$ cat config.mk
export PLATFORM = sky130hd
export DESIGN_NAME = fetch_ctrl
export DESIGN_NICKNAME = d
export VERILOG_FILES = /design/src/rtl/fetch_ctrl_pkg.sv /design/src/rtl/fetch_ctrl_buf.sv /design/src/rtl/fetch_ctrl.sv
export SDC_FILE = /design/constraint.sdc
export NUM_CORES = 1
export LEC_CHECK = 0
export CAP_MARGIN = 20
export CORE_MARGIN = 2
export CORE_UTILIZATION = 35
export CTS_CLUSTER_DIAMETER = 30
export DETAILED_ROUTE_END_ITERATION = 6
export PLACE_DENSITY = 0.81
export SYNTH_ARGS = -nofsm -noshare
export SYNTH_HDL_FRONTEND = slang
export SYNTH_SLANG_ARGS = --single-unit
$ cat constraint.sdc
create_clock -name clk -period 2.05 [get_ports clk]
set_input_delay 0.205 -clock clk [delete_from_list [all_inputs] [get_ports clk]]
set_output_delay 0.205 -clock clk [all_outputs]
set_load 0.005 [all_outputs]
$ cat src/rtl/fetch_ctrl_pkg.sv
// ============================================================================
// Module      : fetch_ctrl_pkg
// Description : Shared fetch-side constants and the fetch state encoding.
// Revision    : 1.0 - initial release
// ============================================================================
`default_nettype none

package fetch_ctrl_pkg;

   localparam int                ADDR_W  = 16;
   localparam int                INSTR_W = 16;
   localparam logic [ADDR_W-1:0] PC_INC  = 16'd2;
   localparam logic [3:0]        HALT_OP = 4'hF;

   typedef enum logic [2:0] {
      ST_FETCH  = 3'd0,
      ST_WAIT   = 3'd1,
      ST_HOLD   = 3'd2,
      ST_DRAIN  = 3'd3,
      ST_HALTED = 3'd4
   } fetch_state_t;

   function automatic logic is_halt(input logic [INSTR_W-1:0] instr);
      return (instr[INSTR_W-1 -: 4] == HALT_OP);
   endfunction

endpackage

`default_nettype wire

$ cat src/rtl/fetch_ctrl_buf.sv
// ============================================================================
// Module      : fetch_buf
// Description : One-entry instruction holding register with load and clear.
// Revision    : 1.0 - initial release
// ============================================================================
`default_nettype none

module fetch_buf
   import fetch_ctrl_pkg::*;
(
   input  logic               clk,
   input  logic               rst,
   input  logic               i_load,
   input  logic               i_clr,
   input  logic [INSTR_W-1:0] i_data,
   output logic [INSTR_W-1:0] o_data,
   output logic               o_valid
);

   logic [INSTR_W-1:0] r_data;
   logic               r_valid;

   always_ff @(posedge clk) begin
      if (rst || i_clr) begin
         r_data  <= '0;
         r_valid <= 1'b0;
      end else if (i_load) begin
         r_data  <= i_data;
         r_valid <= 1'b1;
      end
   end

   assign o_data  = r_data;
   assign o_valid = r_valid;

endmodule

`default_nettype wire

$ cat src/rtl/fetch_ctrl.sv
// ============================================================================
// Module      : fetch_ctrl
// Description : Next-PC and instruction-fetch controller feeding IF/ID.
// Revision    : 1.0 - initial release
// ============================================================================
`default_nettype none

module fetch_ctrl
   import fetch_ctrl_pkg::*;
(
   input  logic               clk,
   input  logic               rst,
   input  logic [ADDR_W-1:0]  pc,
   output logic [ADDR_W-1:0]  pc_next,
   output logic               pc_we,
   output logic               imem_req,
   output logic [ADDR_W-1:0]  imem_addr,
   input  logic               imem_ready,
   input  logic [INSTR_W-1:0] imem_data,
   input  logic               stall,
   input  logic               redirect,
   input  logic [ADDR_W-1:0]  redirect_target,
   output logic               if_valid,
   output logic [INSTR_W-1:0] if_instr,
   output logic [ADDR_W-1:0]  if_pc_plus2,
   output logic               halted
);

   fetch_state_t       r_state;
   fetch_state_t       w_state_nxt;
   logic [ADDR_W-1:0]  w_pc_inc;
   logic               w_buf_load;
   logic               w_buf_clr;
   logic               w_buf_valid;
   logic [INSTR_W-1:0] w_buf_data;

   assign w_pc_inc    = pc + PC_INC;
   assign imem_addr   = pc;
   assign if_pc_plus2 = w_pc_inc;

   fetch_buf u_buf (
      .clk     (clk),
      .rst     (rst),
      .i_load  (w_buf_load),
      .i_clr   (w_buf_clr),
      .i_data  (imem_data),
      .o_data  (w_buf_data),
      .o_valid (w_buf_valid)
   );

   always_ff @(posedge clk) begin
      if (rst) begin
         r_state <= ST_FETCH;
      end else begin
         r_state <= w_state_nxt;
      end
   end

   always_comb begin
      w_state_nxt = r_state;
      pc_next     = w_pc_inc;
      pc_we       = 1'b0;
      imem_req    = 1'b0;
      if_valid    = 1'b0;
      if_instr    = '0;
      halted      = 1'b0;
      w_buf_load  = 1'b0;
      w_buf_clr   = 1'b0;

      case (r_state)
         ST_FETCH, ST_WAIT: begin
            imem_req = 1'b1;
            if (imem_ready) begin
               if_valid = 1'b1;
               if_instr = imem_data;
               if (stall) begin
                  w_buf_load  = 1'b1;
                  w_state_nxt = ST_HOLD;
               end else if (is_halt(imem_data)) begin
                  // PC stays on the HLT so if_pc_plus2 keeps pointing past it
                  w_state_nxt = ST_HALTED;
               end else begin
                  pc_we       = 1'b1;
                  w_state_nxt = ST_FETCH;
               end
            end else begin
               w_state_nxt = ST_WAIT;
            end
         end
         ST_HOLD: begin
            if_valid = w_buf_valid;
            if_instr = w_buf_data;
            if (!stall) begin
               w_buf_clr = 1'b1;
               if (is_halt(w_buf_data)) begin
                  w_state_nxt = ST_HALTED;
               end else begin
                  pc_we       = 1'b1;
                  w_state_nxt = ST_FETCH;
               end
            end
         end
         ST_DRAIN: begin
            if (imem_ready) begin
               w_state_nxt = ST_FETCH;
            end
         end
         ST_HALTED: begin
            halted = 1'b1;
         end
         default: begin
            w_state_nxt = ST_FETCH;
         end
      endcase

      // An older branch overrides everything younger, including a pending HLT
      if (redirect) begin
         pc_next    = redirect_target;
         pc_we      = 1'b1;
         if_valid   = 1'b0;
         if_instr   = '0;
         w_buf_load = 1'b0;
         w_buf_clr  = 1'b1;
         if ((r_state == ST_WAIT || r_state == ST_DRAIN) && !imem_ready) begin
            w_state_nxt = ST_DRAIN;
         end else begin
            w_state_nxt = ST_FETCH;
         end
      end

      if (rst) begin
         pc_we      = 1'b0;
         imem_req   = 1'b0;
         if_valid   = 1'b0;
         if_instr   = '0;
         halted     = 1'b0;
         w_buf_load = 1'b0;
      end
   end

endmodule

`default_nettype wire

==> key figures <==
Setup path
  • CP Capture Type: primary output
  • Slowest-stage cell, CP: clkdlybuf4s50_1
  • Worst endpoint data arrival time: 1.80 ns
  • CP cell instances: clkdlybuf4s50_1 -> nor3b_4 -> buf_6 -> buf_16 -> a22oi_1 -> nor2_1 -> clkdlybuf4s50_1
  • WP buf/inv: 4
  • CP top delay family: buffers and inverters
  • Worst path required time: 1.85 ns
  • CP max FO: 8
  • Largest stage delay, worst path: 0.50 ns
  • Critical path type: input pin to primary output
  • Crit-path most repeated cell: clkdlybuf4s50_1
  • Crit start category: input pin

Clocking
  • Clk pin slew, worst setup/hold paths: 0.07 ns
  • Root Buffer: clkbuf_8
  • Cts bufs inserted: 3
  • Clock sink total: 20
  • Htree depth: 1
  • CTS Buffer Depth: 2
  • Worst-Skew Late Latency: about 0.27 ns
  • CTS tree: done

Final layout
  • Fin cells: 413
  • Post-layout net count: 414
  • Area delta synth->final: 97.71%
  • ANT cells: 0
  • Share of cells above drive strength 1: 0.2674
  • Layout Utilization: 0.7139

Status
  • Outcome: completed

Timing
  • Setup violators final: 0
  • Final worst-path cycle share: 0.9788
  • Tmin final: 2.007 ns
  • Fmax: 498.3 MHz
  • Final hold vios: 0
  • Final slew viol count: 0
  • Fin Hold WS: ~0.48 ns
  • Worst slew pin tran: between 0.4 and 0.5 ns
  • Unrepaired setup endpoints after global routing: no
  • Slew margin rel.: 0.6816
  • Clock skew: between 0.005 and 0.006 ns

Floorplanning
  • Std cell rows: 25
  • I/O pin total: ~120
  • Die span in x: 73.57 um
  • Starting Density: 0.3611
  • Core area: 4692 sq um
  • Die ar.: 5413 sq um
  • Die height: between 70 and 80 um

Route
  • Via count: 2,162
  • Post-DRT Antenna Nets: 0
  • Vias per cell: 5.235
  • DRC viols: 0
  • Wire length per cell: ~16 um
  • DR iter-0 viols: 189
  • Routed wire length: 6627 um
  • First drt pass iteration count: 4

Global route
  • Total GRT Usage: 0.2420
  • Antenna violations before repair: 0
  • Vias in the first global route: 2,211
  • Pin count of the biggest net entering global routing: 19
  • First-pass GRT wire length: 10,290 um
  • Grt ovf: 0

Pwr
  • Design Power: 1.388 mW
  • Worst vdd ir: 216.0 uV
  • P_leak: 1.524 nW
  • Pwr dens: 414.5 nW/um^2

Yosys
  • Mapped Nets: 272
  • Synth top area cells: dfxtp_1, mux2_2, nor2_1
  • Synth Warn #: 0
  • Post-Syn Area per Cell: 7.771 sq um
  • Yosys top cell area share: 0.2363
  • Yosys top cell by area: dfxtp_1
  • Flops & latches, synth: 20
  • Sequential-to-total area share from yosys stat: 0.2363
  • Post-Syn Area: 1694 sq um
  • Yosys cell types: 40
  • Cells after Synth: 218

Placement
  • DP HPWL: roughly 4600 um
  • IO buf count: 120
  • RD Place Congestion: between 0.8 and 0.9
  • Placed Cells incl. Taps: 398

Flow run
  • Max Cap Violations: 0

Min path
  • HP Class: flop to flop
through the flow:
step / TNS [ns] / worst slack, ns / instance area [sq um]
2_1_floorplan: 0 / 0.5460 / 1694
3_3_place_gp: -4.589 / -0.3622 / 3094
3_5_place_dp: -5.802 / -0.4427 / 3094
4_1_cts: -0.1592 / -0.02633 / 3321
5_1_grt: 0 / 0.005027 / 3349
6_report: 0 / 0.04337 / 3349
timing repair:
action                                  4_1_cts  5_1_grt
endpoints found under the setup margin       40       27
pin swaps                                    12        8
gates cloned                                  2        0
setup buffers                                 4        5
resized for setup                            54       33
hold buffers                                  0        0
synth_stat cells:
cell type	n
buf_2	4
nor2_1	42
nand2b_1	2
nor4_1	1
nand3_1	5
dfxtp_1	20
nor3b_4	1
buf_1	1
xor2_1	8
nor3_1	8
nor2b_1	1
inv_1	5
nor3b_1	1
a22oi_1	17
nand4_1	3
nand4bb_1	1
mux2_2	14
o21ai_0	2
a21oi_1	7
and4_1	1
clkbuf_1	6
nor4b_1	1
nor3b_2	1
o211a_1	1
nor4_2	3
nand4_2	1
and4bb_2	1
nand3_4	1
o21ai_4	1
xnor2_1	5
ha_1	1
o21bai_1	1
mux2i_1	1
o22ai_1	13
a22o_1	1
a221o_1	1
nand2_1	14
or3b_1	1
nor3_2	1
buf_4	19
logic make-up (layout without fill, tap and decap cells):
family | after synthesis | count (layout) | synth area share
AOI/OAI and AO/OA | 44 | 44 | 0.1809
xor gates and xnor gates | 13 | 13 | 0.06721
adders and majority gates | 1 | 1 | 0.007384
buffers and inverters | 35 | 175 | 0.1226
DFF | 20 | 20 | 0.2363
muxes | 15 | 15 | 0.09897
and+or+nand+nor | 90 | 91 | 0.2866
layout make-up:
type                            instances  area (sq um)
Tap cell                               54         67.56
Sequential cell                        20         402.9
Clock buffer                            3         41.29
Timing Repair Buffer                  166          1580
Clock inverter                          1         30.03
Inverter                                5         18.77
Fill cell                             356          1343
Multi-Input combinational cell        164          1209
worst paths after layout:
check,startpoint,end,slack (ns),cells after the start
setup / recovery,imem_ready,if_instr[9],0.04,7
hold / removal,u_buf.o_valid,u_buf.o_valid,0.48,2
setup reg to reg,r_state[2],u_buf.o_data[0],0.46,4
hold reg to reg,u_buf.o_valid,u_buf.o_valid,0.48,2
registers in the layout, indices dropped and copies added, names as in the netlist:
signal,count
u_buf.o_valid,1
u_buf.o_data,16
r_state,3
routing by layer:
layer  GRT usage  up-vias  share of wire
li1            -     1050              -
met1      0.2637     1004           0.37
met2      0.4435       95           0.52
met3     0.07682       13          0.093
met4     0.07071        0          0.019
met5           0        -              0
cell usage in the layout (no fill, tap or decap), drive strengths merged, types with 11 or more instances in the layout:
master	netlist	layout
clkbuf	6	11
clkdlybuf4s50	0	85
mux2	14	14
o22ai	13	13
buf	24	49
nand2	14	14
nor2	42	42
a22oi	17	17
dlygate4sd2	0	15
dfxtp	20	20
worst register-to-register path, stage by stage, from the launching register on:
cell and delay, ns:
dfxtp_2 0.36, buf_4 0.17, or3b_1 0.41, o21ai_4 0.41, nor2_1 0.12
power by group:
| part | internal (mW) | switching (mW) |
|---|---|---|
| Clock | 0.261 | 0.139 |
| Combinational | 0.352 | 0.228 |
| Sequential | 0.400 | 0.00853 |
| Total | 1.01 | 0.376 |
(Power assumes the default switching activity.)
